`src/rtl/axil_rr_arbiter_if.sv`:
```
`default_nettype none
// ============================================================================
// Module      : axil_rr_arbiter_if
// Description : AXI4-Lite channel bundle (AW/W/B/AR/R) used on every port
//               of the two-master arbiter.
// Revision    : 1.0 - initial release
// ============================================================================
interface axil_rr_arbiter_if #(
    parameter int ADDR_W = 32,
    parameter int DATA_W = 32
);
    logic                  awvalid;
    logic                  awready;
    logic [ADDR_W-1:0]     awaddr;
    logic [2:0]            awprot;
    logic                  wvalid;
    logic                  wready;
    logic [DATA_W-1:0]     wdata;
    logic [DATA_W/8-1:0]   wstrb;
    logic                  bvalid;
    logic                  bready;
    logic [1:0]            bresp;
    logic                  arvalid;
    logic                  arready;
    logic [ADDR_W-1:0]     araddr;
    logic [2:0]            arprot;
    logic                  rvalid;
    logic                  rready;
    logic [DATA_W-1:0]     rdata;
    logic [1:0]            rresp;

    // Initiator side: drives addresses, write data and response readies.
    modport master (
        output awvalid, awaddr, awprot, wvalid, wdata, wstrb, bready,
               arvalid, araddr, arprot, rready,
        input  awready, wready, bvalid, bresp, arready, rvalid, rdata, rresp
    );

    // Target side: drives readies and responses.
    modport slave (
        input  awvalid, awaddr, awprot, wvalid, wdata, wstrb, bready,
               arvalid, araddr, arprot, rready,
        output awready, wready, bvalid, bresp, arready, rvalid, rdata, rresp
    );
endinterface
`default_nettype wire

```
`src/rtl/axil_rr_arbiter.sv`:
```
`default_nettype none
// ============================================================================
// Module      : axil_rr_arbiter
// Description : Two-master to one-slave AXI4-Lite arbiter. One complete
//               transaction per grant, round-robin between masters, write
//               before read. Define ARB_FIXED_PRIO_EN for fixed m0 priority.
// Revision    : 1.0 - initial release
// ============================================================================
module axil_rr_arbiter #(
    parameter int ADDR_W = 32,
    parameter int DATA_W = 32
) (
    input  wire logic          sysclk,
    input  wire logic          rst,
    axil_rr_arbiter_if.slave   m0,
    axil_rr_arbiter_if.slave   m1,
    axil_rr_arbiter_if.master  s,
    output logic [1:0]         grant,
    output logic               busy
);

    localparam int          c_STRB_W = DATA_W / 8;
    localparam logic [1:0]  S_IDLE   = 2'd0;
    localparam logic [1:0]  S_WR     = 2'd1;
    localparam logic [1:0]  S_RD     = 2'd2;

    logic [1:0]             r_state;
    logic                   r_owner;
    logic [1:0]             r_grant;
    logic                   r_busy;
`ifndef ARB_FIXED_PRIO_EN
    logic                   r_last;
`endif

    logic                   w_req0;
    logic                   w_req1;
    logic                   w_pick;
    logic                   w_pick_aw;
    logic                   w_wr;
    logic                   w_rd;
    logic                   w_src;

    logic                   w_awvalid;
    logic [ADDR_W-1:0]      w_awaddr;
    logic [2:0]             w_awprot;
    logic                   w_wvalid;
    logic [DATA_W-1:0]      w_wdata;
    logic [c_STRB_W-1:0]    w_wstrb;
    logic                   w_bready;
    logic                   w_arvalid;
    logic [ADDR_W-1:0]      w_araddr;
    logic [2:0]             w_arprot;
    logic                   w_rready;

    // ------------------------------------------------------------------
    // Arbitration decision, evaluated only while idle
    // ------------------------------------------------------------------
    assign w_req0 = m0.awvalid | m0.arvalid;
    assign w_req1 = m1.awvalid | m1.arvalid;

    always_comb begin
        w_pick = 1'b0;
        if (w_req0 && w_req1) begin
`ifdef ARB_FIXED_PRIO_EN
            w_pick = 1'b0;
`else
            w_pick = ~r_last;
`endif
        end else if (w_req1) begin
            w_pick = 1'b1;
        end
    end

    assign w_pick_aw = w_pick ? m1.awvalid : m0.awvalid;

    // ------------------------------------------------------------------
    // Transaction FSM
    // ------------------------------------------------------------------
    always_ff @(posedge sysclk) begin
        if (rst) begin
            r_state <= S_IDLE;
            r_owner <= 1'b0;
            r_grant <= 2'b00;
            r_busy  <= 1'b0;
`ifndef ARB_FIXED_PRIO_EN
            r_last  <= 1'b1;
`endif
        end else begin
            case (r_state)
                S_IDLE: begin
                    if (w_req0 || w_req1) begin
                        r_owner <= w_pick;
                        r_state <= w_pick_aw ? S_WR : S_RD;
                        r_grant <= w_pick ? 2'b10 : 2'b01;
                        r_busy  <= 1'b1;
                    end
                end
                S_WR: begin
                    if (s.bvalid && w_bready) begin
`ifndef ARB_FIXED_PRIO_EN
                        r_last  <= r_owner;
`endif
                        r_state <= S_IDLE;
                        r_grant <= 2'b00;
                        r_busy  <= 1'b0;
                    end
                end
                S_RD: begin
                    if (s.rvalid && w_rready) begin
`ifndef ARB_FIXED_PRIO_EN
                        r_last  <= r_owner;
`endif
                        r_state <= S_IDLE;
                        r_grant <= 2'b00;
                        r_busy  <= 1'b0;
                    end
                end
                default: begin
                    r_state <= S_IDLE;
                    r_grant <= 2'b00;
                    r_busy  <= 1'b0;
                end
            endcase
        end
    end

    assign grant = r_grant;
    assign busy  = r_busy;

    // ------------------------------------------------------------------
    // Channel routing; source falls back to m0 while idle
    // ------------------------------------------------------------------
    assign w_wr  = (r_state == S_WR);
    assign w_rd  = (r_state == S_RD);
    assign w_src = r_owner & (r_state != S_IDLE);

    assign w_awvalid = w_src ? m1.awvalid : m0.awvalid;
    assign w_awaddr  = w_src ? m1.awaddr  : m0.awaddr;
    assign w_awprot  = w_src ? m1.awprot  : m0.awprot;
    assign w_wvalid  = w_src ? m1.wvalid  : m0.wvalid;
    assign w_wdata   = w_src ? m1.wdata   : m0.wdata;
    assign w_wstrb   = w_src ? m1.wstrb   : m0.wstrb;
    assign w_bready  = w_src ? m1.bready  : m0.bready;
    assign w_arvalid = w_src ? m1.arvalid : m0.arvalid;
    assign w_araddr  = w_src ? m1.araddr  : m0.araddr;
    assign w_arprot  = w_src ? m1.arprot  : m0.arprot;
    assign w_rready  = w_src ? m1.rready  : m0.rready;

    assign s.awvalid = w_wr & w_awvalid;
    assign s.awaddr  = w_awaddr;
    assign s.awprot  = w_awprot;
    assign s.wvalid  = w_wr & w_wvalid;
    assign s.wdata   = w_wdata;
    assign s.wstrb   = w_wstrb;
    assign s.bready  = w_wr & w_bready;
    assign s.arvalid = w_rd & w_arvalid;
    assign s.araddr  = w_araddr;
    assign s.arprot  = w_arprot;
    assign s.rready  = w_rd & w_rready;

    // Only the owner ever sees ready/valid from the slave.
    assign m0.awready = w_wr & ~r_owner & s.awready;
    assign m0.wready  = w_wr & ~r_owner & s.wready;
    assign m0.bvalid  = w_wr & ~r_owner & s.bvalid;
    assign m0.bresp   = s.bresp;
    assign m0.arready = w_rd & ~r_owner & s.arready;
    assign m0.rvalid  = w_rd & ~r_owner & s.rvalid;
    assign m0.rdata   = s.rdata;
    assign m0.rresp   = s.rresp;

    assign m1.awready = w_wr & r_owner & s.awready;
    assign m1.wready  = w_wr & r_owner & s.wready;
    assign m1.bvalid  = w_wr & r_owner & s.bvalid;
    assign m1.bresp   = s.bresp;
    assign m1.arready = w_rd & r_owner & s.arready;
    assign m1.rvalid  = w_rd & r_owner & s.rvalid;
    assign m1.rdata   = s.rdata;
    assign m1.rresp   = s.rresp;

endmodule
`default_nettype wire

```
`src/flat_wrapper.sv`:
```
// flat-port wrapper written by rule: the top's interface ports become plain ports
module axil_rr_arbiter_flat 
#(
    parameter int ADDR_W = 32,
    parameter int DATA_W = 32
)
  (sysclk, rst, grant, busy, m0_awvalid, m0_awaddr, m0_awprot, m0_wvalid, m0_wdata, m0_wstrb, m0_bready, m0_arvalid, m0_araddr, m0_arprot, m0_rready, m0_awready, m0_wready, m0_bvalid, m0_bresp, m0_arready, m0_rvalid, m0_rdata, m0_rresp, m1_awvalid, m1_awaddr, m1_awprot, m1_wvalid, m1_wdata, m1_wstrb, m1_bready, m1_arvalid, m1_araddr, m1_arprot, m1_rready, m1_awready, m1_wready, m1_bvalid, m1_bresp, m1_arready, m1_rvalid, m1_rdata, m1_rresp, s_awvalid, s_awaddr, s_awprot, s_wvalid, s_wdata, s_wstrb, s_bready, s_arvalid, s_araddr, s_arprot, s_rready, s_awready, s_wready, s_bvalid, s_bresp, s_arready, s_rvalid, s_rdata, s_rresp);
  axil_rr_arbiter_if #(.ADDR_W(ADDR_W), .DATA_W(DATA_W)) m0_i ();
  axil_rr_arbiter_if #(.ADDR_W(ADDR_W), .DATA_W(DATA_W)) m1_i ();
  axil_rr_arbiter_if #(.ADDR_W(ADDR_W), .DATA_W(DATA_W)) s_i ();
  input  wire logic sysclk;
  input  wire logic rst;
  output logic [1:0] grant;
  output logic busy;
  input wire logic [$bits(m0_i.awvalid)-1:0] m0_awvalid;
  input wire logic [$bits(m0_i.awaddr)-1:0] m0_awaddr;
  input wire logic [$bits(m0_i.awprot)-1:0] m0_awprot;
  input wire logic [$bits(m0_i.wvalid)-1:0] m0_wvalid;
  input wire logic [$bits(m0_i.wdata)-1:0] m0_wdata;
  input wire logic [$bits(m0_i.wstrb)-1:0] m0_wstrb;
  input wire logic [$bits(m0_i.bready)-1:0] m0_bready;
  input wire logic [$bits(m0_i.arvalid)-1:0] m0_arvalid;
  input wire logic [$bits(m0_i.araddr)-1:0] m0_araddr;
  input wire logic [$bits(m0_i.arprot)-1:0] m0_arprot;
  input wire logic [$bits(m0_i.rready)-1:0] m0_rready;
  output wire logic [$bits(m0_i.awready)-1:0] m0_awready;
  output wire logic [$bits(m0_i.wready)-1:0] m0_wready;
  output wire logic [$bits(m0_i.bvalid)-1:0] m0_bvalid;
  output wire logic [$bits(m0_i.bresp)-1:0] m0_bresp;
  output wire logic [$bits(m0_i.arready)-1:0] m0_arready;
  output wire logic [$bits(m0_i.rvalid)-1:0] m0_rvalid;
  output wire logic [$bits(m0_i.rdata)-1:0] m0_rdata;
  output wire logic [$bits(m0_i.rresp)-1:0] m0_rresp;
  input wire logic [$bits(m1_i.awvalid)-1:0] m1_awvalid;
  input wire logic [$bits(m1_i.awaddr)-1:0] m1_awaddr;
  input wire logic [$bits(m1_i.awprot)-1:0] m1_awprot;
  input wire logic [$bits(m1_i.wvalid)-1:0] m1_wvalid;
  input wire logic [$bits(m1_i.wdata)-1:0] m1_wdata;
  input wire logic [$bits(m1_i.wstrb)-1:0] m1_wstrb;
  input wire logic [$bits(m1_i.bready)-1:0] m1_bready;
  input wire logic [$bits(m1_i.arvalid)-1:0] m1_arvalid;
  input wire logic [$bits(m1_i.araddr)-1:0] m1_araddr;
  input wire logic [$bits(m1_i.arprot)-1:0] m1_arprot;
  input wire logic [$bits(m1_i.rready)-1:0] m1_rready;
  output wire logic [$bits(m1_i.awready)-1:0] m1_awready;
  output wire logic [$bits(m1_i.wready)-1:0] m1_wready;
  output wire logic [$bits(m1_i.bvalid)-1:0] m1_bvalid;
  output wire logic [$bits(m1_i.bresp)-1:0] m1_bresp;
  output wire logic [$bits(m1_i.arready)-1:0] m1_arready;
  output wire logic [$bits(m1_i.rvalid)-1:0] m1_rvalid;
  output wire logic [$bits(m1_i.rdata)-1:0] m1_rdata;
  output wire logic [$bits(m1_i.rresp)-1:0] m1_rresp;
  output wire logic [$bits(s_i.awvalid)-1:0] s_awvalid;
  output wire logic [$bits(s_i.awaddr)-1:0] s_awaddr;
  output wire logic [$bits(s_i.awprot)-1:0] s_awprot;
  output wire logic [$bits(s_i.wvalid)-1:0] s_wvalid;
  output wire logic [$bits(s_i.wdata)-1:0] s_wdata;
  output wire logic [$bits(s_i.wstrb)-1:0] s_wstrb;
  output wire logic [$bits(s_i.bready)-1:0] s_bready;
  output wire logic [$bits(s_i.arvalid)-1:0] s_arvalid;
  output wire logic [$bits(s_i.araddr)-1:0] s_araddr;
  output wire logic [$bits(s_i.arprot)-1:0] s_arprot;
  output wire logic [$bits(s_i.rready)-1:0] s_rready;
  input wire logic [$bits(s_i.awready)-1:0] s_awready;
  input wire logic [$bits(s_i.wready)-1:0] s_wready;
  input wire logic [$bits(s_i.bvalid)-1:0] s_bvalid;
  input wire logic [$bits(s_i.bresp)-1:0] s_bresp;
  input wire logic [$bits(s_i.arready)-1:0] s_arready;
  input wire logic [$bits(s_i.rvalid)-1:0] s_rvalid;
  input wire logic [$bits(s_i.rdata)-1:0] s_rdata;
  input wire logic [$bits(s_i.rresp)-1:0] s_rresp;
  assign m0_i.awvalid = m0_awvalid;
  assign m0_i.awaddr = m0_awaddr;
  assign m0_i.awprot = m0_awprot;
  assign m0_i.wvalid = m0_wvalid;
  assign m0_i.wdata = m0_wdata;
  assign m0_i.wstrb = m0_wstrb;
  assign m0_i.bready = m0_bready;
  assign m0_i.arvalid = m0_arvalid;
  assign m0_i.araddr = m0_araddr;
  assign m0_i.arprot = m0_arprot;
  assign m0_i.rready = m0_rready;
  assign m0_awready = m0_i.awready;
  assign m0_wready = m0_i.wready;
  assign m0_bvalid = m0_i.bvalid;
  assign m0_bresp = m0_i.bresp;
  assign m0_arready = m0_i.arready;
  assign m0_rvalid = m0_i.rvalid;
  assign m0_rdata = m0_i.rdata;
  assign m0_rresp = m0_i.rresp;
  assign m1_i.awvalid = m1_awvalid;
  assign m1_i.awaddr = m1_awaddr;
  assign m1_i.awprot = m1_awprot;
  assign m1_i.wvalid = m1_wvalid;
  assign m1_i.wdata = m1_wdata;
  assign m1_i.wstrb = m1_wstrb;
  assign m1_i.bready = m1_bready;
  assign m1_i.arvalid = m1_arvalid;
  assign m1_i.araddr = m1_araddr;
  assign m1_i.arprot = m1_arprot;
  assign m1_i.rready = m1_rready;
  assign m1_awready = m1_i.awready;
  assign m1_wready = m1_i.wready;
  assign m1_bvalid = m1_i.bvalid;
  assign m1_bresp = m1_i.bresp;
  assign m1_arready = m1_i.arready;
  assign m1_rvalid = m1_i.rvalid;
  assign m1_rdata = m1_i.rdata;
  assign m1_rresp = m1_i.rresp;
  assign s_awvalid = s_i.awvalid;
  assign s_awaddr = s_i.awaddr;
  assign s_awprot = s_i.awprot;
  assign s_wvalid = s_i.wvalid;
  assign s_wdata = s_i.wdata;
  assign s_wstrb = s_i.wstrb;
  assign s_bready = s_i.bready;
  assign s_arvalid = s_i.arvalid;
  assign s_araddr = s_i.araddr;
  assign s_arprot = s_i.arprot;
  assign s_rready = s_i.rready;
  assign s_i.awready = s_awready;
  assign s_i.wready = s_wready;
  assign s_i.bvalid = s_bvalid;
  assign s_i.bresp = s_bresp;
  assign s_i.arready = s_arready;
  assign s_i.rvalid = s_rvalid;
  assign s_i.rdata = s_rdata;
  assign s_i.rresp = s_rresp;
  axil_rr_arbiter #(.ADDR_W(ADDR_W), .DATA_W(DATA_W)) u_core (.sysclk(sysclk), .rst(rst), .m0(m0_i), .m1(m1_i), .s(s_i), .grant(grant), .busy(busy));
endmodule
```
`config.mk`:
```
export PLATFORM = sky130hd
export DESIGN_NAME = axil_rr_arbiter_flat
export DESIGN_NICKNAME = d
export VERILOG_FILES = /design/src/rtl/axil_rr_arbiter_if.sv /design/src/rtl/axil_rr_arbiter.sv /design/src/flat_wrapper.sv
export SDC_FILE = /design/constraint.sdc
export NUM_CORES = 1
export LEC_CHECK = 0
export ABC_AREA = 0
export CORE_AREA = 2 2 180 182
export CTS_CLUSTER_DIAMETER = 80
export DETAILED_ROUTE_END_ITERATION = 10
export DIE_AREA = 0 0 182 184
export HOLD_SLACK_MARGIN = 0.02
export RECOVER_POWER = 25
export SLEW_MARGIN = 10
export SYNTH_ARGS = -nofsm -noshare
export SYNTH_HDL_FRONTEND = slang
export SYNTH_SLANG_ARGS = --single-unit
```
`constraint.sdc`:
```
create_clock -name sysclk -period 3 [get_ports sysclk]
set_input_delay 0.9 -clock sysclk [delete_from_list [all_inputs] [get_ports sysclk]]
set_output_delay 0.9 -clock sysclk [all_outputs]
set_load 0.02 [all_outputs]
```
==> results.yml, run 1 <==
synth:
  synthesis.yosys.warnings: 0
  synth_edf_count: 0
  share_of_the_synthesized_area_in_the_top_cell_type_pct: 51.4
  synth.ff_latch_count: 7
  area_of_the_mapped_netlist_mm2: 0.00237
  synth_area_leaders: "mux2_2 51%, buf_4 24%, dfxtp_1 5.9%, nor2_1 1.9%, buf_2 1.7%"
  yosysUniqueCellTypes: 29
  synth_cells: 268
  post_synth_arst_share_pct: 0
  postSynthNetCount: 533
  synthesis.area_per_instance_um2: 8.83
  ys.flop_type: "dfxtp_1"
  synth_area_leader_cell: "mux2_2"
  synth-seq-area-share_pct: 5.92
finish:
  summed_area_of_non_filler_cells_in_the_final_layout_mm2: 0.00587
  layout.cells.most_common: "clkdlybuf4s50_1"
  finish.utilization_pct: 18.7
  post_route_cells_drive_above_1_share_pct: 31.6
  final_nets: 823
  areaGrowthSynthToFinish_pct: 148
  final_cell_count_no_fill: 961
  sequential_cell_area_um2: 140
  layout.filler_cells: 3521
  multi_input_combinational_cell_area_mm2: 0.00161
  final_cell_mix: "231 x clkdlybuf4s50_1, 108 x mux2_2, 77 x dlygate4sd2_1"
power:
  finalPower_mw: 1.32
  pwr_density_cell_mw_per_mm2: 225
  worst_ir_drop_vdd_mv: 0.192
  power.static_leakage_nw: 2.38
routing:
  wirelength_um: 19100
  first_iter_violations: 72
  detail_route.drc_violations: 0
  post_drt_via_cell_ratio: 3.26
  via_count: 3135
  detail_route.wl_per_cell_um: 19.9
  drt.antenna.violating_nets: 0
  drt_first_pass_iters: 4
sta:
  clock-skew-final_ps: 1.73
  maxClockFrequency_ghz: 0.340
  finalCriticalPeriod_ps: 2940
  finalWorstSetupSlack_ps: 55.3
  timing.setup.tns_ps: 0
  grt_setup_unrepaired: "false"
  final_max_slew_viol_count: 0
  worst_slew_pin_slew_ps: 304
  final_setup_vio_count: 0
  timing.hold.ws_ps: 485
  finalHoldViolCount: 0
  post-route-period-util_pct: 98.2
  slew-limit-headroom_pct: 79.7
worst_setup_path:
  crit_fanout: 2
  crit_required_ps: 2100
  critical_path.endpoint_type: "primary output"
  timing_worst_setup_path_type: "input pin to primary output"
  timing.critical_path.arrival_ps: 2040
  ff2ff_path_depth: 6
  timing.critical_path.from_type: "input pin"
cts:
  clk_root_buffer_cell: "clkbuf_16"
  tritoncts_clock_tree: "built"
  cts.reportedPaths.clkPinSlew_ps: 40
  insertion_delay_ps: 230
  cts_sinks: 7
  cts_hold_fix_bufs: 0
  cts_max_path_buffers: 2
  htree_num_levels: 1
  cts_inserted_buffers: 3
placed_design:
  dpl_worst_slack_ps: -249
  hpwl_um: 17200
  placedInstanceArea_mm2: 0.00588
  dp_cells: 955
  portBuffers: 352
  finalWeightedCongestion: 0.765
run_status:
  outcome: "finished clean"
floorplan:
  initial_utilization_pct: 7.54
  die-height_um: 184
  die_area_mm2: 0.0335
  die-width_um: 182
  num_rows: 65
  coreArea_mm2: 0.0314
  ioPinCount: 461
worst_hold_path:
  worstHoldPathCells: 2
  min_path_type: "flip-flop to flip-flop"
global_routing:
  grt_util_all_layers_pct: 10.5
  grt_pass1_wl_um: 24800
  grt_start_max_net_pins: 31
  antenna_found_initial: 2
  global_route.overflow_total: 0
  vias_in_the_first_global_route: 3284
job:
  max_cap_violations: 0
synth_stat cells, types with 2 or more instances:
| library cell | number |
|---|---|
| nor2_1 | 12 |
| and2_1 | 2 |
| nand2b_1 | 3 |
| nand2_1 | 9 |
| nor3_1 | 5 |
| and3_1 | 2 |
| mux2i_1 | 4 |
| a21oi_2 | 2 |
| nor2b_1 | 2 |
| mux2_2 | 108 |
| a21oi_1 | 5 |
| o21ai_1 | 4 |
| buf_4 | 76 |
| buf_1 | 3 |
| buf_2 | 8 |
| dfxtp_1 | 7 |
| o21ai_0 | 3 |
| nand3_1 | 2 |
critical path: stages:
cell             delay [ps]
clkdlybuf4s50_1         400
mux2_2                  280
and2_1                  150
dlygate4sd2_1           320
registers in the layout, indices dropped and copies added (netlist names):
name and count:
u_core.r_last 1, u_core.r_state 2, u_core.grant 2, u_core.busy 1, u_core.r_owner 1
final timing paths:
check | startpoint | end | slack, ps
worst min-delay path | u_core.grant[0] | u_core.grant[0] | 490
worst max-delay path | m1_rready | s_rready | 60
worst min register to register | u_core.grant[0] | u_core.grant[0] | 490
worst max register to register | u_core.r_owner | u_core.grant[1] | 1240
kinds of logic after synthesis:
logic type	synth area share [%]
AO/OA/AOI/OAI	5.76
buffers and inverters	26.6
flip-flops	5.92
multiplexers	53.1
AND/OR/NAND/NOR	8.62
where the power goes:
part	switching [mW]	internal [mW]
clock network	0.0552	0.177
logic	0.433	0.544
registers	0.00888	0.105
metal layers:
layer,part of all wire (%),global-route usage (%),vias to the layer above
met5,0,0,-
met4,0.45,1.10,0
met3,12,4.46,6
met2,46,17.5,269
met1,42,13.1,1411
li1,-,-,1449
layout make-up:
| cell class | count | share of cell area, % |
|---|---|---|
| antenna | 2 | 0.0853 |
| clock buffer | 4 | 1.34 |
| inverter | 1 | 0.0639 |
| multi-input combinational | 172 | 27.4 |
| sequential | 7 | 2.39 |
| tap | 402 | 8.57 |
| timing repair buffer | 373 | 60.2 |
what timing repair did:
item,4_1_cts,5_1_grt
setup buffers,0,0
cloned,0,0
gates resized for setup,79,8
endpoints found under the setup margin,79,6
(Power assumes the default switching activity.)
==> run 2, diff against run 1 <==
- GPL_ROUTABILITY_DRIVEN: default -> 0
==> results of run 2 <==
Same layout as run 1: the final DEF is identical, and so are final timing and power.
